--- src/rtl/uart_pkg.sv ---
// Shared definitions for the FIFO-fed UART transmitter: state encodings,
// default bit timing and the legal stop-bit range.
package uart_pkg;

  typedef enum logic [2:0] {
    IDLE  = 3'd0,
    FETCH = 3'd1,
    START = 3'd2,
    DATA  = 3'd3,
    STOP  = 3'd4
  } tx_state_e;

  localparam int DEFAULT_CLKS_PER_BIT = 16;
  // Below four clocks per bit the FIFO empty flag may not have settled
  // by the time IDLE samples it again.
  localparam int MIN_CLKS_PER_BIT = 4;
  localparam int MIN_STOP_BITS = 1;
  localparam int MAX_STOP_BITS = 2;

  function automatic bit stopBitsLegal(input int n);
    return (n >= MIN_STOP_BITS) && (n <= MAX_STOP_BITS);
  endfunction

endpackage

--- src/rtl/fifo_uart_tx_if.sv ---
// Bundle between the FIFO read port / control side and the UART transmitter.
// master = transmitter view, slave = FIFO/controller view.
interface fifo_uart_tx_if #(
  parameter int WIDTH = 8
);
  logic             tx_en;
  logic             fifo_empty;
  logic [WIDTH-1:0] fifo_dout;
  logic             fifo_rd_en;
  logic             ffi_ready;
  logic             tx;
  logic             busy;
  logic             done;

  modport master (
    input  tx_en, fifo_empty, fifo_dout,
    output fifo_rd_en, ffi_ready, tx, busy, done
  );

  modport slave (
    output tx_en, fifo_empty, fifo_dout,
    input  fifo_rd_en, ffi_ready, tx, busy, done
  );
endinterface

--- src/rtl/baud_tick.sv ---
// Free-running bit-period counter. Restarts from zero on clear or after
// reaching the terminal value, and flags the terminal cycle with a tick.
module baud_tick #(
  parameter int CNT_W = 4
) (
  input  logic             clk,
  input  logic             rst,
  input  logic             clear_i,
  input  logic [CNT_W-1:0] term_i,
  output logic [CNT_W-1:0] count_o,
  output logic             tick_o
);

  logic [CNT_W-1:0] count_q;

  assign tick_o  = (count_q == term_i);
  assign count_o = count_q;

  // Count up each cycle, restarting at the terminal count or when cleared.
  always_ff @(posedge clk or negedge rst) begin
    if (!rst) begin
      count_q <= '0;
    end else if (clear_i || tick_o) begin
      count_q <= '0;
    end else begin
      count_q <= count_q + 1'b1;
    end
  end

endmodule

--- src/rtl/fifo_uart_tx.sv ---
// UART transmitter fed from a FIFO read port with 1-cycle read latency.
// Pops one byte in IDLE, captures it in FETCH, then sends start, WIDTH data
// bits LSB-first and STOP_BITS stop bits. Every output comes from a flop.
module fifo_uart_tx
  import uart_pkg::*;
#(
  parameter int WIDTH        = 8,
  parameter int CLKS_PER_BIT = DEFAULT_CLKS_PER_BIT,
  parameter int STOP_BITS    = 1
) (
  input logic            clk,
  input logic            rst,
  fifo_uart_tx_if.master bus
);

  localparam int BAUD_W = $clog2(CLKS_PER_BIT * STOP_BITS);
  localparam int BIT_W  = $clog2(WIDTH);
  localparam logic [BAUD_W-1:0] BIT_TERM  = BAUD_W'(CLKS_PER_BIT - 1);
  localparam logic [BAUD_W-1:0] STOP_TERM = BAUD_W'(CLKS_PER_BIT * STOP_BITS - 1);
  // done is registered, so it is armed one cycle before the final stop cycle.
  localparam logic [BAUD_W-1:0] STOP_PRE  = BAUD_W'(CLKS_PER_BIT * STOP_BITS - 2);
  localparam logic [BIT_W-1:0]  BIT_LAST  = BIT_W'(WIDTH - 1);

  tx_state_e         state_q, state_d;
  logic [WIDTH-1:0]  shiftReg_q, shiftReg_d;
  logic [BIT_W-1:0]  bitCnt_q, bitCnt_d;
  logic              rdEn_q, rdEn_d;
  logic              tx_q, tx_d;
  logic              busy_q, busy_d;
  logic              done_q, done_d;
  logic              ready_q, ready_d;

  logic              baudClear;
  logic [BAUD_W-1:0] baudTerm;
  logic [BAUD_W-1:0] baudCnt;
  logic              baudTick;

  // The bit timer only runs from START onward; the stop phase uses the
  // longer terminal when two stop bits are configured.
  assign baudClear = (state_q == IDLE) || (state_q == FETCH);
  assign baudTerm  = (state_q == STOP) ? STOP_TERM : BIT_TERM;

  baud_tick #(
    .CNT_W (BAUD_W)
  ) u_baud (
    .clk     (clk),
    .rst     (rst),
    .clear_i (baudClear),
    .term_i  (baudTerm),
    .count_o (baudCnt),
    .tick_o  (baudTick)
  );

  // Next-state and next-output logic. The pop is issued from IDLE and the
  // FSM waits in IDLE for that one cycle so the FIFO data is ready in FETCH.
  always_comb begin
    state_d    = state_q;
    shiftReg_d = shiftReg_q;
    bitCnt_d   = bitCnt_q;
    rdEn_d     = 1'b0;

    case (state_q)
      IDLE: begin
        if (rdEn_q) begin
          state_d = FETCH;
        end else if (bus.tx_en && !bus.fifo_empty) begin
          rdEn_d = 1'b1;
        end
      end
      FETCH: begin
        shiftReg_d = bus.fifo_dout;
        state_d    = START;
      end
      START: begin
        if (baudTick) begin
          state_d  = DATA;
          bitCnt_d = '0;
        end
      end
      DATA: begin
        if (baudTick) begin
          if (bitCnt_q == BIT_LAST) begin
            state_d = STOP;
          end else begin
            shiftReg_d = shiftReg_q >> 1;
            bitCnt_d   = bitCnt_q + 1'b1;
          end
        end
      end
      STOP: begin
        if (baudTick) begin
          state_d = IDLE;
        end
      end
      default: begin
        state_d = IDLE;
      end
    endcase

    tx_d = 1'b1;
    case (state_d)
      START:   tx_d = 1'b0;
      DATA:    tx_d = shiftReg_d[0];
      default: tx_d = 1'b1;
    endcase

    busy_d  = (state_d != IDLE);
    ready_d = (state_d == IDLE);
    done_d  = (state_q == STOP) && (baudCnt == STOP_PRE);
  end

  // State, datapath and output registers; reset drops the line back to idle.
  always_ff @(posedge clk or negedge rst) begin
    if (!rst) begin
      state_q    <= IDLE;
      shiftReg_q <= '0;
      bitCnt_q   <= '0;
      rdEn_q     <= 1'b0;
      tx_q       <= 1'b1;
      busy_q     <= 1'b0;
      done_q     <= 1'b0;
      ready_q    <= 1'b1;
    end else begin
      state_q    <= state_d;
      shiftReg_q <= shiftReg_d;
      bitCnt_q   <= bitCnt_d;
      rdEn_q     <= rdEn_d;
      tx_q       <= tx_d;
      busy_q     <= busy_d;
      done_q     <= done_d;
      ready_q    <= ready_d;
    end
  end

  assign bus.fifo_rd_en = rdEn_q;
  assign bus.tx         = tx_q;
  assign bus.busy       = busy_q;
  assign bus.done       = done_q;
  assign bus.ffi_ready  = ready_q;

endmodule

--- src/flat_wrapper.sv ---
// flat-port wrapper written by rule: the top's interface ports become plain ports
module fifo_uart_tx_flat import uart_pkg::*;
#(
  parameter int WIDTH        = 8,
  parameter int CLKS_PER_BIT = DEFAULT_CLKS_PER_BIT,
  parameter int STOP_BITS    = 1
)
  (clk, rst, bus_tx_en, bus_fifo_empty, bus_fifo_dout, bus_fifo_rd_en, bus_ffi_ready, bus_tx, bus_busy, bus_done);
  fifo_uart_tx_if #(.WIDTH(WIDTH)) bus_i ();
  input logic clk;
  input logic rst;
  input wire logic [$bits(bus_i.tx_en)-1:0] bus_tx_en;
  input wire logic [$bits(bus_i.fifo_empty)-1:0] bus_fifo_empty;
  input wire logic [$bits(bus_i.fifo_dout)-1:0] bus_fifo_dout;
  output wire logic [$bits(bus_i.fifo_rd_en)-1:0] bus_fifo_rd_en;
  output wire logic [$bits(bus_i.ffi_ready)-1:0] bus_ffi_ready;
  output wire logic [$bits(bus_i.tx)-1:0] bus_tx;
  output wire logic [$bits(bus_i.busy)-1:0] bus_busy;
  output wire logic [$bits(bus_i.done)-1:0] bus_done;
  assign bus_i.tx_en = bus_tx_en;
  assign bus_i.fifo_empty = bus_fifo_empty;
  assign bus_i.fifo_dout = bus_fifo_dout;
  assign bus_fifo_rd_en = bus_i.fifo_rd_en;
  assign bus_ffi_ready = bus_i.ffi_ready;
  assign bus_tx = bus_i.tx;
  assign bus_busy = bus_i.busy;
  assign bus_done = bus_i.done;
  fifo_uart_tx #(.WIDTH(WIDTH), .CLKS_PER_BIT(CLKS_PER_BIT), .STOP_BITS(STOP_BITS)) u_core (.clk(clk), .rst(rst), .bus(bus_i));
endmodule
--- config.mk ---
export PLATFORM = sky130hd
export DESIGN_NAME = fifo_uart_tx_flat
export DESIGN_NICKNAME = d
export VERILOG_FILES = /design/src/rtl/uart_pkg.sv /design/src/rtl/fifo_uart_tx_if.sv /design/src/rtl/baud_tick.sv /design/src/rtl/fifo_uart_tx.sv /design/src/flat_wrapper.sv
export SDC_FILE = /design/constraint.sdc
export NUM_CORES = 1
export LEC_CHECK = 0
export BUFFER_PORTS_ARGS = -buffer_cell sky130_fd_sc_hd__buf_4
export CORE_ASPECT_RATIO = 1.75
export CORE_MARGIN = 2
export CORE_UTILIZATION = 46
export DETAILED_ROUTE_END_ITERATION = 10
export PLACE_DENSITY = 0.63
export SLEW_MARGIN = 20
export SYNTH_ARGS = -nofsm -noshare
export SYNTH_HDL_FRONTEND = slang
export SYNTH_HIERARCHICAL = 1
export SYNTH_SLANG_ARGS = --single-unit
export TNS_END_PERCENT = 10
--- constraint.sdc ---
create_clock -name clk -period 2.8 [get_ports clk]
set_clock_uncertainty 0.2 [all_clocks]
set_input_delay 0.56 -clock clk [delete_from_list [all_inputs] [get_ports clk]]
set_output_delay 0.56 -clock clk [all_outputs]
set_load 0.03 [all_outputs]
==> results of run 1 <==
-- cell type report --
cell class | count | area share
tap | 25 | 0.0243
inverter | 7 | 0.0204
timing repair buffer | 18 | 0.107
sequential | 23 | 0.450
clock buffer | 3 | 0.0321
multi-input combinational | 67 | 0.362
clock inverter | 1 | 0.00389
-- registers in the layout (all words and copies together) (netlist names) --
register	count
u_core/state_q	3
u_core/bus.fifo_rd_en	1
u_core/bus.done	1
u_core/u_baud/count_o	4
u_core/bus.busy	1
u_core/shiftReg_q	8
u_core/bus.ffi_ready	1
u_core/bus.tx	1
u_core/bitCnt_q	3
-- timing repair --
| item | in CTS | in global routing |
|---|---|---|
| endpoints found under the setup margin | 0 | 0 |
| hold buffers | 1 | 0 |
| endpoints found under the hold margin | 21 | 0 |
-- layer usage --
layer | part of all wire | wire (um) | GRT usage | vias to the layer above
li1 | - | - | - | 381
met1 | 0.38 | 760 | 0.178 | 370
met2 | 0.55 | 1100 | 0.313 | 22
met3 | 0.037 | 74 | 0.0292 | 6
met4 | 0.038 | 76 | 0.125 | 0
met5 | 0 | 0 | 0 | -
-- kinds of logic after synthesis --
family          after synthesis  synth area share
simple gates                 30             0.169
flops                        23             0.538
compound gates               22             0.142
buf+inv                       9            0.0396
xor+xnor                      6            0.0489
fa+ha+maj                     3            0.0349
mux                           2            0.0244
other cells                   1           0.00349
-- Yosys cell counts (2+ instances only) --
cell,count
nor2_1,6
ha_1,3
a21oi_1,2
nand3_1,2
dfstp_2,2
o21ai_0,8
nand2_1,4
a22oi_1,6
nor3_1,8
nor2b_1,2
inv_1,7
a22o_1,2
dfrtp_1,21
xor2_1,5
-- cells in the final DEF, fill, tap and decap left out, types with 2 or more instances in the layout --
master and instances:
a21oi_1 2, a22o_1 2, a22oi_1 6, buf_4 17
clkbuf_8 3, conb_1 4, dfrtp_1 21, dfstp_2 2
ha_1 3, inv_1 7, nand2_1 4, nand3_1 2
nor2_1 6, nor2b_1 2, nor3_1 8, o21ai_0 8
xor2_1 5
-- through the flow --
step	util	power, mW
3_5_place_dp	0.547	0.887
4_1_cts	0.572	1.09
6_report	0.572	1.08
3_3_place_gp	0.547	0.870
5_1_grt	0.572	1.15
2_1_floorplan	-	0.786
-- power by group through the flow --
stage	Combinational (mW)	Sequential (mW)	Clock, mW
floorplan	0.257	0.529	0
global placement	0.340	0.529	0
detailed placement	0.352	0.535	0
CTS	0.356	0.528	0.208
global route	0.395	0.540	0.220
finish	0.349	0.526	0.201
-- final timing paths --
path | from | to | slack [ns] | cells after the start
worst max-delay path | u_core/u_baud/count_o[0] | u_core/bitCnt_q[0] | 0.52 | 5
worst min-delay path | u_core/bus.fifo_rd_en | u_core/bus.fifo_rd_en | 0.26 | 1
worst max register to register | u_core/u_baud/count_o[0] | u_core/bitCnt_q[0] | 0.52 | 5
worst min register to register | u_core/bus.fifo_rd_en | u_core/bus.fifo_rd_en | 0.26 | 1
max in group asynchronous | rst | u_core/bus.ffi_ready | 1.61 | 2
min in group asynchronous | rst | u_core/u_baud/count_o[2] | 0.51 | 2
==> results.txt, run 1 <==
In this run the count of I/O pins placed on the die edge is 17. The part of the power in the clock network is 0.187. Once placement completed, the tool counted placed cells totaling 139. The summed instance area of the synthesized netlist came out at 1070 sq um. The number of standard cells in the layout, taps in and fillers out is 144. The maximum clock insertion buffer count is 2. The critical path start-end classification is reg2reg. Before antenna repair, the detailed router went through 4 iterations.

The accumulated negative setup slack is 0 ns. The cell count after synthesis came out at 96. The fmax is 438 MHz. The H-tree depth came out at 1. The internal power component came out at 0.716 mW. After detailed routing, the number of remaining DRC violations is 0. The count of different cell masters after synthesis came out at 32. The shortest period the worst path allows came out at 2.28 ns. Setup violations remaining at the end of the flow were counted as 0. The floorplan core area is 2240 sq um. STA classifies the critical path startpoint as a flip-flop. The worst setup timing slack at the placement stage is 0.534 ns. The via density per instance came out at 5.41. The net count of the finished layout is 135. The sequential share of the synthesized area came out at 0.538. The routed layout has 779 vias.

The total grt overflow is 0. On the critical path the largest part of the delay comes from simple AND/OR/NAND/NOR gates. The count of max-cap constraint violations came out at 0. The peak per-stage delay on the critical path came out at 0.50 ns. The hold slack is 0.265 ns. Setup repair after global routing left no endpoint under its margin. The number of antenna repair diodes is 0. The later-pin clock latency in the skew report is 0.26 ns.

The count of yosys warnings during synthesis is 6. The signal on the critical path passes through xor2_1 -> nor4_4 -> nand2_1 -> or3b_2 -> mux2_2. The clock-pin slew on the worst setup and hold paths came out at 0.08 ns. The first-pass GRT wire length came out at 3250 um. The switching share of total power is 0.335. The final-layout fill cell count came out at 211. Each instance of the synthesized netlist takes up on average 11.2 sq um. The HPWL after detailed placement is 1560 um. The number of DRC violations after detailed-routing iteration 0 came out at 14.

The run finished with clean final reports. The die outline height came out at 67.9 um. Among all stages on the critical path, the largest delay is contributed by or3b_2. The standard-cell row count is 23. The via count of the first global-routing pass came to 753.

The initial antenna violation count came to 0. The reported leakage power is 0.580 nW. The placer's final routability congestion estimate came out at 0.807. The layout-stage area growth over the synthesis result is 19.6%. The root cell of the clock tree is clkbuf_8. The post-route standard cell area excluding fillers is 1280 sq um. The final worst slack is 0.517 ns. The worst IR drop on VDD came out at 0.441 mV. The worst setup path is captured at a flip-flop. The starting density of the core came out at 0.479. Wires add up to 2010 um. TritonCTS built the clock tree. The normalized max-slew margin is 0.631. The share of flip-flops with an asynchronous set or reset is 1.00.

The power density over cell area is 837 nW/um^2. The instance area at placement came out at 1230 sq um. The floorplan die area came out at 2750 sq um. Yosys attributes the largest share of cell area to dfrtp_1, dfstp_2, a22oi_1. The remaining antenna violation count came out at 0. The area share of the largest cell type after synthesis came out at 0.489. The ratio of final minimum period to clock period is 0.815.

Of the total power, registers draw 0.489. The count of flip-flops with a built-in enable after synthesis came out at 0. Post-CTS repair changed the size of 0 cells. The endpoint required time on the critical path is 2.75 ns. The number of failing hold endpoints at the final stage is 0. The area of the multi-input gates came out at 465 sq um.

The worst min-delay path class is reg2reg. The die is 40.5 um wide. The data arrival time of the critical path is 2.24 ns.

The largest fanout on the critical path came out at 8. The number of post-CTS setup repair buffers came out at 0. For this run, the leading register cell type out of synthesis is dfrtp_1.

In the final layout, the share of cells above drive strength 1 is 0.261. For the pin with the worst max-slew slack, the measured transition is 0.550 ns. The number of buffers added by the clock tree synthesis step is 3.

Dividing the detail-routed wire length by the instance count gives 14.0 um. The number of max-slew violations in the final report is 0. The TritonCTS sink count came out at 23. The cell type with the highest aggregate area in the netlist is dfrtp_1. The combinational share of power is 0.324. In the global route stage, overall resource usage came out at 0.180.

The buffer and inverter count on the worst path came out at 0. The number of flip-flops and latches in the synthesized netlist came out at 23. The maximum number of pins on one net before global-route repair is 24. The sequential cells in the finished layout cover a total of 578 sq um. Summed over all nets, the switching power comes to 0.360 mW. The port buffer count came out at 16.
Note: power is estimated with default switching activity, not from simulation.
==> run 2: changes to the inputs <==
--- a/config.mk
+++ b/config.mk
@@ -10,7 +10,7 @@
 export CORE_MARGIN = 2
 export CORE_UTILIZATION = 46
 export DETAILED_ROUTE_END_ITERATION = 10
-export PLACE_DENSITY = 0.63
+export PLACE_DENSITY = 0.66
 export SLEW_MARGIN = 20
 export SYNTH_ARGS = -nofsm -noshare
 export SYNTH_HDL_FRONTEND = slang
==> constraint.sdc (replaced) <==
create_clock -name clk -period 1.8 [get_ports clk]
set_clock_uncertainty 0.2 [all_clocks]
set_input_delay 0.36 -clock clk [delete_from_list [all_inputs] [get_ports clk]]
set_output_delay 0.36 -clock clk [all_outputs]
set_load 0.03 [all_outputs]
==> run 2 against run 1 <==
Maximum frequency grew 14%. The flow now finishes with violations (setup timing). Highest routed layer unchanged. Global-route usage grew 3.7 points. Wire length grew 9.9%. Largest power group unchanged.
==> results.txt, run 2 (synthesis gave the netlist of run 1 again) <==
The die outline height was 67.9 um (unchanged). The total detailed-routing wirelength is 2210 um (was 2010 um). The floorplan die area is 2750 sq um (unchanged). The checks that failed: setup timing.

The number of buffers added by the clock tree synthesis step came out at 3 (unchanged). The critical path launch point was u_core/u_baud/count_o[1] (was u_core/u_baud/count_o[0]). The TritonCTS sink count came out at 23 (unchanged). The reported leakage power is 0.657 nW (was 0.580 nW). The number of remaining DRC errors came out at 0 (unchanged). The final-layout fill cell count is 193 (was 211). The largest fanout on the critical path came out at 4 (was 8). The worst setup timing slack at the placement stage was -0.257 ns (was 0.534 ns). The total number of vias was 852 (was 779).

The number of iterations in the first detailed-routing pass came out at 4 (unchanged). The H-tree depth came to 1 (unchanged). The worst min-delay path class is in2reg (was reg2reg). The instance area at placement came out at 1380 sq um (was 1230 sq um). The hold slack came out at 0.102 ns (was 0.265 ns).

The most frequent standard cell in the layout excluding fill and tap cells is buf_4 (was dfrtp_1). The layout-stage area growth over the synthesis result is 35.4% (was 19.6%). The hold path depth came out at 3 (was 1). The via density per instance is 5.39 (was 5.41). The final number of setup-violating endpoints is 14 (was 0). The port buffer count came out at 16 (unchanged).

The worst reg-to-reg setup slack is -0.20 ns (was 0.52 ns). The reg-to-reg critical path endpoint is u_core/bus.tx (was u_core/bitCnt_q[0]). The per-cell routed wire length was 14.0 um (about the same). The horizontal die dimension is 40.5 um (unchanged).

The startpoint of the lowest-slack register-to-register path was u_core/u_baud/count_o[1] (was u_core/u_baud/count_o[0]). The initial antenna violation count is 0 (unchanged). The number of DRC violations after detailed-routing iteration 0 came out at 24 (was 14). The worst reg-to-reg path cell count was 6 (was 5). Crit-path cells: xor2_2 -> nor4_4 -> or2b_4 -> and3_4 -> a211o_1 -> a21bo_1 (was xor2_1 -> nor4_4 -> nand2_1 -> or3b_2 -> mux2_2).

The element type at the critical path start is a flip-flop (unchanged). The clock-pin slew on the worst setup and hold paths is 0.08 ns (about the same). The later-pin clock latency in the skew report came out at 0.26 ns (about the same). The shortest period the worst path allows came out at 2.00 ns (was 2.28 ns). The post-layout utilization of the core is 0.648 (was 0.572). The sum of internal, switching and leakage power is 1.91 mW (was 1.08 mW). The critical path capture point is u_core/bus.tx (was u_core/bitCnt_q[0]).

The worst IR drop on VDD is 0.679 mV (was 0.441 mV). The number of flip-flops under the largest register name came to 8 (unchanged). The root cell of the clock tree is clkbuf_8 (unchanged).

The accumulated negative setup slack is -1.51 ns (was 0 ns). The endpoint required time on the critical path came out at 1.80 ns (was 2.75 ns). The final worst slack came out at -0.201 ns (was 0.517 ns). The total global-route track usage came out at 0.216 (was 0.180). The data arrival time of the critical path came out at 2.00 ns (was 2.24 ns).

The placer's final routability congestion estimate was 0.812 (was 0.807). Run status: complete, but fails checks (was finished clean). The CTS tree is done (unchanged). The critical path start-end classification is reg2reg (unchanged). The number of top-level pins was 17 (unchanged).

The maximum number of pins on one net before global-route repair is 24 (unchanged). The starting density of the core was 0.479 (unchanged). The fraction of layout cells with a size suffix above 1 is 0.398 (was 0.261). The remaining antenna violation count came out at 0 (unchanged).

The HPWL after detailed placement was 1730 um (was 1560 um). The via count of the first global-routing pass came out at 926 (was 753). The number of max-slew violations in the final report was 0 (unchanged).

The placed instance count is 152 (was 139). The number of antenna repair diodes came out at 0 (unchanged). The ratio of final minimum period to clock period is 1.11 (was 0.815). RSZ-0062 raised after global routing: true (was false). The maximum clock insertion buffer count is 2 (unchanged). The fmax is 500 MHz (was 438 MHz). The number of failing hold endpoints at the final stage was 0 (unchanged). The largest register by flop count was u_core/shiftReg_q (unchanged). The first-pass GRT wire length came out at 4020 um (was 3250 um).

The standard-cell row count is 23 (unchanged). The power density over cell area is 1310 nW/um^2 (was 837 nW/um^2). The total grt overflow came out at 0 (unchanged). The post-route standard cell area excluding fillers was 1460 sq um (was 1280 sq um). The peak per-stage delay on the critical path is 0.40 ns (was 0.50 ns).

The net count of the finished layout is 149 (was 135). The floorplan core area came out at 2240 sq um (unchanged). The origin of the worst min-delay path is bus_fifo_dout[7] (was u_core/bus.fifo_rd_en). Most frequent cells in the layout: buf_4, dfrtp_1, o21ai_0 (was dfrtp_1, buf_4, nor3_1, o21ai_0, inv_1). The element type at the critical path end is a flip-flop (unchanged). The count of max-cap constraint violations is 0 (unchanged).

The cell with the largest stage delay on the worst path is dfrtp_1 (was or3b_2). The number of standard cells in the layout, taps in and fillers out is 158 (was 144).
run 2: cell types whose count changed in the layout (fill, tap and decap cells not counted), moves of 2 or more:
cell | before | now
xor2_2 | 0 | 4
ha_1 | 3 | 1
buf_4 | 17 | 30
xor2_1 | 5 | 1
run 2: power by group:
part | switching (mW) | internal [mW]
Clock | 0.164 | 0.155
Sequential | 0.121 | 0.692
Combinational | 0.355 | 0.423
run 2: layout make-up:
type / count / area [sq um] / area share
clock buffers: 3 / 41.3 / 0.0284
multi-input cells: 67 / 527 / 0.362
repair buffers: 32 / 246 / 0.169
clock inverters: 1 / 5.00 / 0.00344
inverters: 7 / 26.3 / 0.0181
flip-flops and latches: 23 / 578 / 0.397
well taps: 25 / 31.3 / 0.0215
run 2: timing repair:
item                       CTS  global route
hold endpoints to repair    21             0
hold buffers                 1             0
pin swaps                    6             2
setup endpoints to repair   14            15
buffers inserted             1             0
gates resized for setup      2             1
run 2: per-layer routing:
metal	vias to the layer above	routed length (um)	part of all wire	track usage
li1	409	-	-	-
met1	419	806	0.36	0.225
met2	20	1320	0.59	0.395
met3	4	60	0.027	0.0292
met4	0	31	0.014	0.100
met5	-	0	0	0
run 2: worst max-delay path, delay by kind of cell (launching register included):
| kind | cells | cell delay (ns) |
|---|---|---|
| xor+xnor | 1 | 0.09 |
| simple gates | 3 | 0.84 |
| flops | 1 | 0.40 |
| compound gates | 2 | 0.40 |
run 2: how the worst min path moves through the flow:
stage	to	slack, ns
2_1_floorplan	u_core/bitCnt_q[0]	-0.14
3_3_place_gp	u_core/bus.fifo_rd_en	0.07
3_5_place_dp	u_core/bus.fifo_rd_en	0.07
6_report	u_core/shiftReg_q[7]	0.10
5_1_grt	u_core/shiftReg_q[7]	0.11
4_1_cts	u_core/shiftReg_q[7]	0.1
==> run 3: changes to the inputs <==
--- a/config.mk
+++ b/config.mk
@@ -6,11 +6,10 @@
 export NUM_CORES = 1
 export LEC_CHECK = 0
 export BUFFER_PORTS_ARGS = -buffer_cell sky130_fd_sc_hd__buf_4
-export CORE_ASPECT_RATIO = 1.75
 export CORE_MARGIN = 2
-export CORE_UTILIZATION = 46
+export CORE_UTILIZATION = 49
 export DETAILED_ROUTE_END_ITERATION = 10
-export PLACE_DENSITY = 0.66
+export PLACE_DENSITY = 0.69
 export SLEW_MARGIN = 20
 export SYNTH_ARGS = -nofsm -noshare
 export SYNTH_HDL_FRONTEND = slang
==> run 3 against run 2 <==
The flow still finishes with violations (setup timing). Maximum frequency rose by 1.9%. Count of clock-buffer cells in the layout stayed put. Wire length fell by 8.2%. Worst setup slack improved by 0.038 ns. Utilization up 7.5 points. Sequential share of layout area fell by 0.20 points. Non-clock buffer count grew 2.
==> results.txt, run 3 (synthesis gave the netlist of run 1 again) <==
The net count of the finished layout came out at 151 (was 149). The H-tree depth is 1 (unchanged). The worst reg-to-reg path cell count is 6 (unchanged). The worst IR drop on VDD is 0.929 mV (was 0.679 mV). The highest signal layer in the routed design was met4 (unchanged).

The number of buffers added by the clock tree synthesis step came to 3 (unchanged). The number of remaining DRC errors came out at 0 (unchanged). The floorplan die area came out at 2580 sq um (was 2750 sq um). Most frequent cells in the layout: buf_4, dfrtp_1, o21ai_0 (unchanged). The fmax came to 509 MHz (was 500 MHz). The remaining antenna violation count was 0 (unchanged). The root cell of the clock tree is clkbuf_4 (was clkbuf_8). The starting density of the core was 0.532 (was 0.479).

The layout-stage area growth over the synthesis result came out at 36.1% (was 35.4%). The HPWL after detailed placement was 1490 um (was 1730 um). The ratio of final minimum period to clock period came out at 1.09 (was 1.11). The met1 wire length was 945 um (was 806 um).

The initial antenna violation count came to 0 (unchanged). The maximum clock insertion buffer count is 2 (unchanged). The per-cell routed wire length is 12.5 um (was 14.0 um). RSZ-0062 raised after global routing: true (unchanged). The CTS tree is done (unchanged). The worst setup timing slack at the placement stage came out at -0.153 ns (was -0.257 ns). The element type at the critical path end is a flip-flop (unchanged). The number of failing hold endpoints at the final stage came out at 0 (unchanged). Violations in the final reports: setup timing (unchanged). The hold path depth was 3 (unchanged). The reg-to-reg critical path endpoint is u_core/bus.busy (was u_core/bus.tx).

The total global-route track usage is 0.185 (was 0.216). The origin of the worst min-delay path is bus_fifo_dout[7] (unchanged). The count of max-cap constraint violations came out at 0 (unchanged). The instance area at placement is 1380 sq um (about the same).

The data arrival time of the critical path came out at 1.97 ns (was 2.00 ns). The critical path start-end classification is reg2reg (unchanged). The sum of met2 wire segment lengths after detailed routing is 967 um (was 1320 um). The via count of the first global-routing pass is 822 (was 926).

The worst min-delay path class is in2reg (unchanged). The largest register by flop count is u_core/shiftReg_q (unchanged). The most frequent standard cell in the layout excluding fill and tap cells is buf_4 (unchanged). The largest fanout on the critical path is 6 (was 4).

The worst reg-to-reg setup slack is -0.16 ns (was -0.20 ns). The power density over cell area is 1280 nW/um^2 (was 1310 nW/um^2). The placed instance count came out at 154 (was 152).

The post-route standard cell area excluding fillers is 1460 sq um (about the same). The number of standard cells in the layout, taps in and fillers out is 162 (was 158). The number of iterations in the first detailed-routing pass came out at 6 (was 4).

The first-pass GRT wire length is 3560 um (was 4020 um). The standard-cell row count was 16 (was 23). The total grt overflow came out at 0 (unchanged). The number of antenna repair diodes was 0 (unchanged). The reported leakage power is 0.662 nW (was 0.657 nW). The die outline height came to 50.8 um (was 67.9 um). The number of top-level pins came out at 17 (unchanged). The number of max-slew violations in the final report was 0 (unchanged). The end point of the worst hold path is u_core/shiftReg_q[7] (unchanged). The placer's final routability congestion estimate is 0.843 (was 0.812). The fraction of layout cells with a size suffix above 1 is 0.415 (was 0.398).

The horizontal die dimension is 50.8 um (was 40.5 um). The number of DRC violations after detailed-routing iteration 0 is 16 (was 24). The hold slack is 0.0627 ns (was 0.102 ns). The port buffer count came to 16 (unchanged).

The routed length on met3 is 103 um (was 60 um). The final number of setup-violating endpoints came out at 13 (was 14). Run status: complete, but fails checks (unchanged). The later-pin clock latency in the skew report is 0.31 ns (was 0.26 ns). The floorplan core area is 2020 sq um (was 2240 sq um). The number of flip-flops under the largest register name is 8 (unchanged). The shortest period the worst path allows came out at 1.96 ns (was 2.00 ns).

The via density per instance came out at 5.15 (was 5.39). The startpoint of the lowest-slack register-to-register path is u_core/u_baud/count_o[0] (was u_core/u_baud/count_o[1]). The final worst slack is -0.163 ns (was -0.201 ns).

The endpoint required time on the critical path is 1.80 ns (about the same). The total detailed-routing wirelength is 2030 um (was 2210 um). The total number of vias is 834 (was 852). The TritonCTS sink count came out at 23 (unchanged).

The final-layout fill cell count came out at 158 (was 193). The element type at the critical path start is a flip-flop (unchanged). The maximum number of pins on one net before global-route repair came out at 24 (unchanged).

The clock-pin slew on the worst setup and hold paths is 0.13 ns (was 0.08 ns).
-- run 3: area by class of cell --
cell class              instances  area, sq um  share of cell area
flip-flops and latches         23          578               0.395
multi-input cells              67          536               0.366
repair buffers                 34          262               0.179
well taps                      27         33.8              0.0231
inverters                       7         26.3              0.0180
clock buffers                   3         22.5              0.0154
clock inverters                 1         5.00             0.00342
-- run 3: worst max path at each step --
| stage | from | to |
|---|---|---|
| after CTS | u_core/u_baud/count_o[1] | u_core/bus.tx |
| after global placement | u_core/u_baud/count_o[1] | u_core/bus.tx |
| final | u_core/u_baud/count_o[0] | u_core/bus.busy |
| after floorplan | u_core/bitCnt_q[1] | u_core/bus.tx |
| after detailed placement | u_core/u_baud/count_o[1] | u_core/bus.tx |
| after global routing | u_core/u_baud/count_o[0] | u_core/bitCnt_q[0] |
-- run 3: worst max-delay path, cell delays in order (launching register included) --
cell     delay, ns
dfrtp_1       0.41
xor2_2        0.11
nor4_4        0.33
buf_4         0.20
inv_2         0.04
o221a_4       0.28
or3_1         0.30
-- run 3: what timing repair did --
item                       CTS  global route
resized for setup            2             3
hold buffers                 1             0
pin swaps                    1             4
setup endpoints to repair   13            15
hold endpoints to repair    23             0
buffers inserted             1             2
-- run 3: report_power, final --
group          switching [mW]  total [mW]  leakage (nW)  internal (mW)
Clock                   0.156       0.239        0.0177         0.0829
Sequential              0.116       0.806         0.282          0.690
Combinational           0.365       0.822         0.363          0.457
-- run 3: routing by layer --
metal  vias up  GRT usage
met2        20      0.314
met4         0     0.0631
li1        410          -
met3         4     0.0439
met1       400      0.233
met5         -          0
-- run 3: per-stage QoR --
| stage | setup TNS [ns] | util | power (mW) |
|---|---|---|---|
| detailed placement | -0.748 | 0.684 | 1.58 |
| global route | -2.52 | 0.723 | 2.02 |
| finish | -0.932 | 0.723 | 1.87 |
| global placement | -0.439 | 0.684 | 1.55 |
| floorplan | 0 | - | 1.29 |
| CTS | -0.657 | 0.710 | 1.84 |
